[src/rtl/inst_loader_pkg.sv]
// inst_loader_pkg: shared types and constants for the boot-time program loader.
//   state_e  - loader FSM states
//   HDR_WD   - width of the length header that precedes the program
//   bytes_of - bytes per instruction word for a given word width
package inst_loader_pkg;

  typedef enum logic [2:0] {
    IDLE,
    LEN_HI,
    LEN_LO,
    DATA,
    WRITE,
    DONE,
    ERROR
  } state_e;

  localparam int HDR_WD      = 16;
  localparam int DATA_WD_DEF = 32;

  function automatic int bytes_of(input int wd);
    return wd / 8;
  endfunction

  localparam int BYTES_DEF = bytes_of(DATA_WD_DEF);

endpackage

[src/rtl/inst_loader_byte_packer.sv]
// inst_loader_byte_packer: assembles a byte stream into DATA_WD-bit words.
//   clk, reset - clock, async active-high reset
//   clear_i    - restart the byte count (word register keeps its contents)
//   shift_i    - shift byte_i into the low end of the word register
//   byte_i     - incoming byte
//   word_o     - word register
//   full_o     - this shift completes a word (count wraps to 0 on the same edge)
module inst_loader_byte_packer
  import inst_loader_pkg::*;
#(
  parameter int DATA_WD = DATA_WD_DEF
) (
  input  logic               clk,
  input  logic               reset,
  input  logic               clear_i,
  input  logic               shift_i,
  input  logic [7:0]         byte_i,
  output logic [DATA_WD-1:0] word_o,
  output logic               full_o
);

  localparam int BYTES = bytes_of(DATA_WD);
  localparam int CW    = (BYTES > 1) ? $clog2(BYTES) : 1;
  localparam logic [CW-1:0] LAST = CW'(BYTES - 1);

  logic [DATA_WD-1:0] word_q, word_d;
  logic [CW-1:0]      cnt_q, cnt_d;

  generate
    if (BYTES > 1) begin : g_shift
      assign word_d = shift_i ? {word_q[DATA_WD-9:0], byte_i} : word_q;
    end else begin : g_single
      assign word_d = shift_i ? byte_i : word_q;
    end
  endgenerate

  assign full_o = shift_i && (cnt_q == LAST);

  always_comb begin
    cnt_d = cnt_q;
    if (clear_i)     cnt_d = '0;
    else if (full_o) cnt_d = '0;
    else if (shift_i) cnt_d = cnt_q + CW'(1);
  end

  always_ff @(posedge clk or posedge reset) begin
    if (reset) begin
      word_q <= '0;
      cnt_q  <= '0;
    end else begin
      word_q <= word_d;
      cnt_q  <= cnt_d;
    end
  end

  assign word_o = word_q;

endmodule

[src/rtl/inst_loader.sv]
// inst_loader: boot loader feeding the instruction-memory write port.
// Reads a 16-bit length header (high byte first) then N big-endian words
// over a valid/ready byte stream and writes them to addresses 0..N-1.
//   clk, reset             - clock, async active-high reset
//   start                  - begin a load (honoured in IDLE/DONE/ERROR)
//   byte_valid/byte_data   - incoming byte stream
//   byte_ready             - byte accepted when valid & ready at rising edge
//   mem_address/write/data - instruction-memory write port
//   cpu_hold               - core stalled until a program is loaded
//   busy, done, error      - load status
//   word_count             - words written in current/last load
module inst_loader
  import inst_loader_pkg::*;
#(
  parameter int AD_WD   = 16,
  parameter int DATA_WD = DATA_WD_DEF,
  parameter int DEPTH   = 100
) (
  input  logic               clk,
  input  logic               reset,
  input  logic               start,
  input  logic               byte_valid,
  input  logic [7:0]         byte_data,
  output logic               byte_ready,
  output logic [AD_WD-1:0]   mem_address,
  output logic               mem_write,
  output logic [DATA_WD-1:0] mem_data,
  output logic               cpu_hold,
  output logic               busy,
  output logic               done,
  output logic               error,
  output logic [AD_WD-1:0]   word_count
);

  localparam logic [HDR_WD-1:0] DEPTH_L = HDR_WD'(DEPTH);

  state_e              state_q, state_d;
  logic [AD_WD-1:0]    idx_q, idx_d;
  logic [AD_WD-1:0]    wc_q, wc_d;
  logic [HDR_WD-1:0]   len_q, len_d;
  logic [HDR_WD-1:0]   n_w;
  logic                accept;
  logic                pk_clear, pk_shift, pk_full;
  logic [DATA_WD-1:0]  word;

  inst_loader_byte_packer #(.DATA_WD(DATA_WD)) u_packer (
    .clk     (clk),
    .reset   (reset),
    .clear_i (pk_clear),
    .shift_i (pk_shift),
    .byte_i  (byte_data),
    .word_o  (word),
    .full_o  (pk_full)
  );

  // all outputs decode registered state only
  assign byte_ready  = (state_q == LEN_HI) || (state_q == LEN_LO) || (state_q == DATA);
  assign busy        = byte_ready || (state_q == WRITE);
  assign mem_write   = (state_q == WRITE);
  assign done        = (state_q == DONE);
  assign error       = (state_q == ERROR);
  assign cpu_hold    = (state_q != DONE);
  assign mem_address = idx_q;
  assign mem_data    = word;
  assign word_count  = wc_q;

  assign accept = byte_valid && byte_ready;

  always_comb begin
    state_d  = state_q;
    idx_d    = idx_q;
    wc_d     = wc_q;
    len_d    = len_q;
    pk_clear = 1'b0;
    pk_shift = 1'b0;
    n_w      = {len_q[HDR_WD-1:8], byte_data};
    case (state_q)
      IDLE, DONE, ERROR: begin
        if (start) begin
          state_d = LEN_HI;
          idx_d   = '0;
          wc_d    = '0;
        end
      end
      LEN_HI: begin
        if (accept) begin
          len_d[HDR_WD-1:8] = byte_data;
          state_d           = LEN_LO;
        end
      end
      LEN_LO: begin
        if (accept) begin
          len_d = n_w;
          if (n_w == '0) state_d = DONE;
          else if (n_w > DEPTH_L) state_d = ERROR;
          else begin
            pk_clear = 1'b1;
            idx_d    = '0;
            state_d  = DATA;
          end
        end
      end
      DATA: begin
        pk_shift = accept;
        if (pk_full) state_d = WRITE;
      end
      WRITE: begin
        idx_d   = idx_q + AD_WD'(1);
        wc_d    = wc_q + AD_WD'(1);
        state_d = (idx_d == AD_WD'(len_q)) ? DONE : DATA;
      end
      default: state_d = IDLE;
    endcase
  end

  always_ff @(posedge clk or posedge reset) begin
    if (reset) begin
      state_q <= IDLE;
      idx_q   <= '0;
      wc_q    <= '0;
      len_q   <= '0;
    end else begin
      state_q <= state_d;
      idx_q   <= idx_d;
      wc_q    <= wc_d;
      len_q   <= len_d;
    end
  end

endmodule

[config.mk]
export PLATFORM = sky130hd
export DESIGN_NAME = inst_loader
export DESIGN_NICKNAME = d
export VERILOG_FILES = /design/src/rtl/inst_loader_pkg.sv /design/src/rtl/inst_loader_byte_packer.sv /design/src/rtl/inst_loader.sv
export SDC_FILE = /design/constraint.sdc
export NUM_CORES = 1
export LEC_CHECK = 0
export CORE_MARGIN = 5
export CORE_UTILIZATION = 47
export DETAILED_ROUTE_END_ITERATION = 7
export GPL_TIMING_DRIVEN = 1
export HOLD_SLACK_MARGIN = 0.03
export PLACE_DENSITY_LB_ADDON = 0.2
export SETUP_SLACK_MARGIN = 0.2
export SYNTH_ARGS = -nofsm -noshare
export SYNTH_HDL_FRONTEND = slang
export SYNTH_SLANG_ARGS = --single-unit
[constraint.sdc]
create_clock -name clk -period 2.8 [get_ports clk]
set_input_delay 0.56 -clock clk [delete_from_list [all_inputs] [get_ports clk]]
set_output_delay 0.56 -clock clk [all_outputs]
set_load 0.03 [all_outputs]
# Yosys cells after proc, flatten, opt, wreduce, memory -nomap -nowiden
# Index checks and enable logic that the tools add are counted.
# W data, S select, Z words.
# word_totals
ff_bits	85
wordCells	67
output_inout_bits	70
# classes
n_lt_le_gt_ge	1
n_reduce_logical	16
n_mux	24
bitwise_logic	1
add_sub_neg	3
n_eq_ne	15
# op_table
op	count
$mux W16	4
$pmux W16 S3	1
$add A16 B1 Y16 const B	2
$pmux W16 S2	1
$mux W3	7
$eq A16 B16 Y1	1
$gt A16 B7 Y1 const B	1
$logic_not A16 Y1	1
$pmux W8 S2	1
$pmux W3 S5	1
$ne A2 B2 Y1 const B	6
$eq A3 B3 Y1 const B	3
$mux W8	1
$eq A3 B2 Y1 const B	2
$mux W2	3
$reduce_bool A3 Y1	2
$mux W1	5
$reduce_and A5 Y1	1
$reduce_and A2 Y1	2
$reduce_and A4 Y1	1
$eq A3 B1 Y1 const B	1
$logic_not A3 Y1	1
$logic_or A1 B1 Y1	3
$ne A3 B3 Y1 const B	1
other kinds (7)	8

# Logic depth before layout (Yosys ltp)
# Gate-level depths: netlist of the first run.
# depth
ltp_word	8
ltp_mapped	9
mapped_depth_nobuf	8

# Modules after synthesis
# Synthesis of the first run repeated with hierarchy kept, for this count alone.
# hier_totals
cells_unflattened	422
hier_area_um2	4513.1
# by_module_without_submodules
module	cells_each	area_each_um2	seq_area_each_um2	n_inst
inst_loader	344	3070.4	1276.2	1
inst_loader_byte_packer	78	1442.6	850.8	1

# Worst setup path before layout of the first run
# No wires, ideal clock.
# synth_timing
path_type	reg2reg
start	register idx_q[0] (netlist: mem_address[0])
end	register state_q[1]
t_required_ns	2.676
path_buffers	1
arrival_ns	2.525
slack_ns	0.151
period_less_slack_ns	2.649
path_stages_with_launch	10
cell_sequence	dfrtp_1 ha_1 clkbuf_8 nand2_2 nor3_1 o211ai_1 o21ai_0 o2111ai_1 or4_1 a211o_1
# synth_between
elab_chain_len	4
# synth_lines
item	line_no	text
start, declared	inst_loader.sv:38	logic [AD_WD-1:0] idx_q, idx_d;
start signal, assigned	inst_loader.sv:124	idx_q <= idx_d;
$add A16 B1 Y16	inst_loader.sv:108	idx_d = idx_q + AD_WD'(1);
$eq A16 B16 Y1	inst_loader.sv:110	state_d = (idx_d == AD_WD'(len_q)) ? DONE : DATA;
$mux W3	inst_loader.sv:110	
$pmux W3 S5	inst_loader.sv:77	case (state_q)
end signal, assigned	inst_loader.sv:123	state_q <= state_d;
end, declared	inst_loader.sv:37	state_e state_q, state_d;
# No other way between the ends.
# A chain may end at the register's enable or synchronous reset.

# Final worst setup path of the first run
# Same ends and word-level chain as after synthesis.

==> metrics.md, run 1 <==
| Metric | Value |
|---|---|
| Clk Tree Root Cell | sky130_fd_sc_hd__clkbuf_8 |
| Worst rel slew slack | 69.8% |
| Seq pwr share | 37.3% |
| Floorplan Core Area | 9110 um2 |
| Via count of the first global-routing pass | 3476 |
| Largest net degree at the start of global routing | 86 |
| CTS tree | done |
| Wire length per cell | 16.3 um |
| Internal power | 3.15 mW |
| Total half-perimeter wirelength after legalization and detailed placement | 7000 um |
| Placed Instances | 596 |
| Maximum clock frequency | 395 MHz |
| Netlist area before placement | 4340 um2 |
| Synth-to-layout area growth | 26.3% |
| Routability Congestion | 0.874 |
| Wire length of the first global-routing pass | 17300 um |
| Post-synthesis average cell area | 10.5 um2 |
| Total grt overflow | 0 |
| Number of vias per cell after detailed routing | 5.66 |
| Most common cell after layout, fill and taps aside | sky130_fd_sc_hd__dfrtp_1 |
| Number of violations of the max-capacitance limit | 0 |
| Number of ports placed on the die boundary | 82 |
| Top area cells in the synthesized netlist | sky130_fd_sc_hd__dfrtp_1, sky130_fd_sc_hd__mux2_2, sky130_fd_sc_hd__o21ai_0 |
| Final Power | 5.39 mW |
| Status | completed |
| Fin Clk Skew | 0.0104 ns |
| Total of flip-flops plus latches after synthesis | 85 |
| Clock transition at the registers of the reported paths | 0.10 ns |
| Number of flops mapped to enable cells by yosys | 0 |
| Startpoint Class | register |
| Iteration count of the initial detailed-routing pass | 4 |
| Clock sink total | 85 |
| CP Data Required Time | 3.06 ns |
| Cell leakage power | 2.33 nW |
| Chip Height | 106 um |
| Number of max-slew violations in the final report | 0 |
| Xor/xnor cell area share of the yosys netlist | 5.45% |
| # hold bufs at CTS | 0 |
| Count of placed standard cells in the final layout, fillers left out | 613 |
| Area fraction in compound gates after synthesis | 13.0% |
| Number of antenna violations at the first check in global routing | 0 |
| Number of vias after detailed routing | 3467 |
| Synth async-reset ratio | 100% |
| Post-Route Setup TNS | 0 ns |
| Combinational family with the most area after synthesis | simple AND/OR/NAND/NOR gates |
| Path class of the lowest-slack min-delay path | reg -> reg |
| Share of the synthesized area in the top cell type | 49.1% |
| Synth unique cells | 53 |
| Kind of critical path | reg -> reg |
| Final wirelength | 10000 um |
| Arithmetic-cell share of the synthesized area counting full adders, half adders and majority gates | 1.10% |
| Power density over cell area | 984 nW/um2 |
| Level count of the clock H-tree | 3 |
| Switch share | 41.5% |
| Layout cell share with drive strength beyond 1 | 18.9% |
| Number of routed nets with antenna violations | 0 |
| Port Buf Inserts | 81 |
| Most used flip-flop cell after synthesis | sky130_fd_sc_hd__dfrtp_1 |
| Endpoints failing hold | 0 |
| Commonest cells after routing, fill and taps aside | sky130_fd_sc_hd__dfrtp_1, sky130_fd_sc_hd__clkdlybuf4s50_1, sky130_fd_sc_hd__o21ai_0 |
| Share of cell area taken by muxes after synthesis | 12.4% |
| Clock latency at the later pin of the worst-skew pair | 0.37 ns |
| Dominant cell type by area after synthesis | sky130_fd_sc_hd__dfrtp_1 |
| ANT cells | 0 |
| P_sw | 2.24 mW |
| Residual DRC | 0 |
| Combinational Power Share | 46.5% |
| Maximum fanout along the worst path | 9 |
| Register area share after synthesis | 49.1% |
| Data arrival time of the critical path | 2.79 ns |
| Final core utilization | 60.1% |
| Yosys warning total | 0 |
| Min Clock Period, post-route | 2.53 ns |
| Total of endpoints with negative setup slack in the final report | 0 |
| Number of nets at the end of the flow | 512 |
| Global-route total usage across every layer | 18.8% |
| Num CTS Buffers | 9 |
| Worst Hold Margin | 0.510 ns |
| Synthesized Nets | 427 |
| Die boundary width | 106 um |
| Number of cells produced by synthesis | 412 |
| Area enclosed by the die boundary | 11200 um2 |
| Iteration-0 DRC Markers | 155 |
| Initial core utilization | 47.6% |
| Unrepaired setup endpoints after global routing | true |
| Cell row count | 35 |
| Period utilisation layout | 90.4% |
| Worst Max-Slew Pin Slew | 0.453 ns |
| CTS Buffer Depth | 2 |
| Fraction of power consumed by the clock network | 16.2% |
| Worst Setup End Kind | register |
| Simple logic cell fraction of the synthesized area | 14.5% |
| Worst IR drop on VDD | 776 uV |
## through the flow
| stage | worst slack [ns] | instance area [um2] |
|---|---|---|
| 2_1_floorplan | 0.248 | 4340 |
| 6_report | 0.270 | 5480 |
| 5_1_grt | 0.0755 | 5480 |
| 4_1_cts | 0.196 | 5450 |
| 3_3_place_gp | 0.202 | 5240 |
| 3_5_place_dp | 0.0887 | 5240 |
## state kept, by name (all words and copies together) (netlist names)
register,cells
word_count,16
state_q,3
len_q,16
u_packer.word_o,32
u_packer.cnt_q,2
mem_address,16
## power groups by stage
stage	Combinational, mW	Clock [mW]	Sequential [mW]
global route	2.71	0.944	2.08
CTS	2.53	0.891	2.02
finish	2.50	0.873	2.01
detailed placement	2.52	0	2.04
floorplan	1.22	0	2.41
global placement	2.48	0	2.03
## cell usage after synthesis (2+ instances only)
cell type                  instances
sky130_fd_sc_hd__dfrtp_1          85
sky130_fd_sc_hd__o21ai_0          54
sky130_fd_sc_hd__mux2_2           47
sky130_fd_sc_hd__nand2_1          33
sky130_fd_sc_hd__nor2_1           31
sky130_fd_sc_hd__nand3_1          17
sky130_fd_sc_hd__xnor2_1          14
sky130_fd_sc_hd__xor2_1           13
sky130_fd_sc_hd__and3_1           11
sky130_fd_sc_hd__clkbuf_1         11
sky130_fd_sc_hd__a21oi_1           9
sky130_fd_sc_hd__nor3_1            8
sky130_fd_sc_hd__inv_1             7
sky130_fd_sc_hd__nand4_1           6
sky130_fd_sc_hd__o31ai_1           5
sky130_fd_sc_hd__a31oi_1           4
sky130_fd_sc_hd__clkbuf_8          4
sky130_fd_sc_hd__buf_6             3
sky130_fd_sc_hd__ha_1              3
sky130_fd_sc_hd__o211ai_1          3
sky130_fd_sc_hd__o41ai_1           3
sky130_fd_sc_hd__or3_1             3
sky130_fd_sc_hd__a22o_1            2
sky130_fd_sc_hd__a311oi_1          2
sky130_fd_sc_hd__buf_2             2
sky130_fd_sc_hd__nand2b_1          2
sky130_fd_sc_hd__o22a_1            2
sky130_fd_sc_hd__o311ai_0          2
sky130_fd_sc_hd__or4_1             2
## kinds of logic (layout without fill, tap and decap cells)
logic type	count (synthesis)	in the layout
multiplexers	48	48
AND/OR/NAND/NOR	125	125
buffers and inverters	29	119
adder cells (fa/ha/maj)	4	4
flip-flops	85	85
AO/OA/AOI/OAI	94	94
XOR/XNOR	27	27
## what timing repair did
action,in CTS,in global routing
resized for setup,4,8
buffers inserted,0,1
gates cloned,0,0
pin swaps,0,2
setup endpoints to repair,3,4
## worst max-delay path, cell delays in order (launching register included)
cell and delay, ns:
sky130_fd_sc_hd__dfrtp_2 0.44, sky130_fd_sc_hd__ha_2 0.28, sky130_fd_sc_hd__nand2_2 0.18, sky130_fd_sc_hd__nor3_4 0.23, sky130_fd_sc_hd__xnor2_1 0.11, sky130_fd_sc_hd__a311oi_1 0.27
sky130_fd_sc_hd__nand3_1 0.11, sky130_fd_sc_hd__or4_1 0.51, sky130_fd_sc_hd__a211o_1 0.31
## final timing paths
path,start,slack [ns],endpoint,cells past startpoint
min in group asynchronous,reset,0.67,u_packer.word_o[23]$_DFFE_PP0P_,3
setup reg to reg,mem_address[0]$_DFFE_PP0P_,0.27,state_q[1]$_DFFE_PP0P_,8
hold / removal,word_count[15]$_DFFE_PP0P_,0.51,word_count[15]$_DFFE_PP0P_,1
max in group asynchronous,reset,1.77,mem_address[0]$_DFFE_PP0P_,3
hold reg to reg,word_count[15]$_DFFE_PP0P_,0.51,word_count[15]$_DFFE_PP0P_,1
setup / recovery,mem_address[0]$_DFFE_PP0P_,0.27,state_q[1]$_DFFE_PP0P_,8
## metal layers
| layer | vias to the layer above | wire, um | GRT usage [%] |
|---|---|---|---|
| met2 | 74 | 4930 | 30.0 |
| met3 | 14 | 334 | 3.16 |
| li1 | 1651 | - | - |
| met4 | 0 | 132 | 6.94 |
| met1 | 1728 | 4630 | 25.9 |
| met5 | - | 0 | 0 |
## final cells by class
cell class | instances | area [um2]
fillers | 790 | 3630
clock buffers | 9 | 124
inverters | 8 | 33.8
repair buffers | 95 | 932
multi-input cells | 298 | 2040
flip-flops and latches | 85 | 2130
well taps | 111 | 139
clock inverters | 7 | 73.8
Note: power is estimated with default switching activity, not from simulation.
==> run 2: changes to the inputs <==
CTS_CLUSTER_DIAMETER = 80   (was unset)
CTS_CLUSTER_SIZE = 12   (was unset)
SLEW_MARGIN = 15   (was unset)
==> results of run 2 <==
Same layout as run 1: the final DEF is identical, and so are final timing and power.
==> run 3: changes to the inputs <==
CORE_UTILIZATION = 48   (was 47)
SYNTH_HIERARCHICAL = 1   (was unset)
==> metrics.md, run 3 <==
| Metric | Value |
|---|---|
| Clock latency at the later pin of the worst-skew pair | 0.35 ns (-0.02 ns) |
| Worst Max-Slew Pin Slew | 0.647 ns (+0.194 ns) |
| Number of stages on the worst setup path | 3 (-5) |
| Number of flops mapped to enable cells by yosys | 0 (unchanged) |
| Fill cell count | 785 (-0.63%) |
| CP Data Required Time | 2.24 ns (-0.82 ns) |
| Unrepaired setup endpoints after global routing | false |
| Floorplan Core Area | 9200 um2 (+0.96%) |
| Layout cell share with drive strength beyond 1 | 16.8% (-2.1 points) |
| Clk Tree Root Cell | sky130_fd_sc_hd__clkbuf_8 |
| Wire length of the first global-routing pass | 18100 um (+4.8%) |
| Total of flip-flops plus latches after synthesis | 85 (unchanged) |
| Number of vias per cell after detailed routing | 5.74 (+1.5%) |
| Synth-to-layout area growth | 24.2% |
| Endpoints failing hold | 0 (unchanged) |
| Iteration count of the initial detailed-routing pass | 4 (unchanged) |
| Data arrival time of the critical path | 1.96 ns (-0.83 ns) |
| Number of vias after detailed routing | 3541 (+2.1%) |
| Number of cells produced by synthesis | 422 (+2.4%) |
| Synth async-reset ratio | 100% (unchanged) |
| Number of violations of the max-capacitance limit | 0 (unchanged) |
| Yosys warning total | 6 (+6) |
| Wire length per cell | 17.4 um (+6.7%) |
| Chip Height | 107 um (+0.87%) |
| Number of antenna violations at the first check in global routing | 0 (unchanged) |
| Level count of the clock H-tree | 3 (unchanged) |
| Maximum fanout along the worst path | 11 (+2) |
| Startpoint Class | register |
| Worst Hold Margin | 0.497 ns (-0.0133 ns) |
| Buffers plus inverters on the worst setup path | 1 (+1) |
| Total grt overflow | 0 (unchanged) |
| Die boundary width | 107 um (+0.87%) |
| Most frequent cell after synthesis | sky130_fd_sc_hd__dfrtp_1 |
| Power density over cell area | 1080 nW/um2 (+9.8%) |
| Category of cells accounting for the largest share of critical-path delay | buffers and inverters |
| Initial core utilization | 49.1% (+1.5 points) |
| Most used flip-flop cell after synthesis | sky130_fd_sc_hd__dfrtp_1 |
| Most common cell after layout, fill and taps aside | sky130_fd_sc_hd__dfrtp_1 |
| Total of endpoints with negative setup slack in the final report | 0 (unchanged) |
| Routability Congestion | 0.887 (+1.5%) |
| CTS Buffer Depth | 2 (unchanged) |
| Iteration-0 DRC Markers | 161 (+3.9%) |
| Synthesized Nets | 437 (+2.3%) |
| Critical-path cell with the highest stage delay | sky130_fd_sc_hd__clkdlybuf4s50_1 |
| Fin Clk Skew | 0.0150 ns (+0.00461 ns) |
| Clock sink total | 85 (unchanged) |
| Post-Route Setup TNS | 0 ns (unchanged) |
| Count of cells along the worst hold path | 1 (unchanged) |
| Cell leakage power | 2.33 nW (about the same) |
| Number of flip-flops in the largest register | 32 (unchanged) |
| Number of routed nets with antenna violations | 0 (unchanged) |
| ANT cells | 0 (unchanged) |
| Sequence of cells on the critical path | nor2_2 > xnor2_1 > clkdlybuf4s50_1 |
| Kind of critical path | reg -> out |
| Area enclosed by the die boundary | 11400 um2 (+1.7%) |
| CTS tree | done |
| Final core utilization | 60.9% (+0.82 points) |
| Largest net degree at the start of global routing | 52 (-40%) |
| Netlist area before placement | 4510 um2 (+4.1%) |
| Total half-perimeter wirelength after legalization and detailed placement | 7550 um (+7.8%) |
| Via count of the first global-routing pass | 3487 (+0.32%) |
| Global-route total usage across every layer | 19.7% (+0.89 points) |
| Longest individual stage delay on the worst path | 0.70 ns (+0.19 ns) |
| Residual DRC | 0 (unchanged) |
| Synth unique cells | 63 (+19%) |
| Period utilisation layout | 90.1% (-0.29 points) |
| # hold bufs at CTS | 0 (unchanged) |
| Share of the synthesized area in the top cell type | 47.1% (-1.9 points) |
| Number of cell instances on the worst register-to-register path | 7 (-1) |
| Port Buf Inserts | 81 (unchanged) |
| Worst rel slew slack | 56.9% (-13 points) |
| Dominant cell type by area after synthesis | sky130_fd_sc_hd__dfrtp_1 |
| Register area share after synthesis | 47.1% (-1.9 points) |
| Final Power | 6.06 mW (+12%) |
| Worst IR drop on VDD | 380 uV (-51%) |
| Worst Setup End Kind | output pin |
| Top area cells in the synthesized netlist | sky130_fd_sc_hd__dfrtp_1, sky130_fd_sc_hd__mux2_4, sky130_fd_sc_hd__mux2_2 |
| Maximum clock frequency | 397 MHz (+0.32%) |
| Num CTS Buffers | 9 (unchanged) |
| Path class of the lowest-slack min-delay path | reg -> reg |
| Clock transition at the registers of the reported paths | 0.09 ns (about the same) |
| Commonest cells after routing, fill and taps aside | sky130_fd_sc_hd__dfrtp_1, sky130_fd_sc_hd__clkdlybuf4s50_1, sky130_fd_sc_hd__o21ai_0 |
| Min Clock Period, post-route | 2.52 ns (-0.00803 ns) |
| Number of ports placed on the die boundary | 82 (unchanged) |
| Status | completed |
| Cell row count | 35 (unchanged) |
| Leading post-synthesis cells by instance count | sky130_fd_sc_hd__dfrtp_1, sky130_fd_sc_hd__o21ai_0, sky130_fd_sc_hd__nor2_1 |
| Final wirelength | 10800 um (+7.4%) |
| Number of max-slew violations in the final report | 0 (unchanged) |
| Post-synthesis average cell area | 10.7 um2 (+1.6%) |
| Number of nets at the end of the flow | 516 (+0.78%) |
[run 3: cell types whose count changed in the layout (fill, tap and decap cells not counted), moves of 5 or more]
cell and delta:
sky130_fd_sc_hd__nand4_1 +5, sky130_fd_sc_hd__and3_1 -8, sky130_fd_sc_hd__buf_4 -6, sky130_fd_sc_hd__xor2_1 -6
sky130_fd_sc_hd__mux2_2 -28, sky130_fd_sc_hd__a31oi_1 +10, sky130_fd_sc_hd__o21ai_0 -14, sky130_fd_sc_hd__mux2_4 +28
sky130_fd_sc_hd__inv_1 +7, sky130_fd_sc_hd__nand2_1 -8
[run 3: area by class of cell]
class,count,area [um2],share of cell area (%)
well taps,111,139,2.48
flip-flops and latches,85,2130,38.0
clock inverters,7,73.8,1.32
repair buffers,89,887,15.8
inverters,15,56.3,1.00
multi-input cells,301,2200,39.2
clock buffers,9,124,2.21
[run 3: worst paths after layout]
| check | slack, ns | from | to |
|---|---|---|---|
| worst max-delay path | 0.28 | state_q[1]$_DFFE_PP0P_ | busy |
| worst min-delay path | 0.50 | word_count[15]$_DFFE_PP0P_ | word_count[15]$_DFFE_PP0P_ |
| worst max register to register | 0.47 | mem_address[1]$_DFFE_PP0P_ | state_q[2]$_DFFE_PP0P_ |
| worst min register to register | 0.50 | word_count[15]$_DFFE_PP0P_ | word_count[15]$_DFFE_PP0P_ |
| max in group asynchronous | 1.85 | reset | u_packer/word_o[18]$_DFFE_PP0P_ |
| min in group asynchronous | 0.59 | reset | word_count[15]$_DFFE_PP0P_ |
[run 3: metrics by stage]
stage	setup WS, ns	std cells	area, um2
final	0.278	617	5600
after global routing	0.212	617	5600
after CTS	0.191	617	5600
after detailed placement	0.191	601	5400
after global placement	0.254	601	5400
after floorplan	0.565	422	4510
[run 3: logic make-up (layout without fill, tap and decap cells)]
group	after synthesis	count (layout)	share of synthesized area, %
flops	85	85	47.1
simple gates	128	128	15.1
buf+inv	36	120	4.41
compound gates	100	100	13.9
mux	48	48	14.3
xor+xnor	22	22	4.27
fa+ha+maj	3	3	0.832
[run 3: layer usage]
layer / GRT usage, % / up-vias / part of all wire, %
met5: 0 / - / 0
met4: 4.29 / 0 / 0.61
met3: 4.09 / 6 / 5.1
met2: 31.3 / 97 / 46
met1: 28.0 / 1740 / 49
li1: - / 1698 / -
[run 3: repair_timing]
action,CTS,global route
buffers inserted,0,0
setup endpoints to repair,3,2
gates resized for setup,2,2
[run 3: where the power goes]
part           leakage (nW)  internal [mW]  switching, mW
logic                  1.15           1.44           1.54
clock network         0.100          0.417          0.467
registers              1.08           1.67          0.519
total                  2.33           3.52           2.53
[run 3: worst register-to-register path: cells and delay by family, from the launching register on]
family	cells	cell delay (ns)
simple gates	3	0.78
compound gates	3	0.53
flops	1	0.48
fa+ha+maj	1	0.47
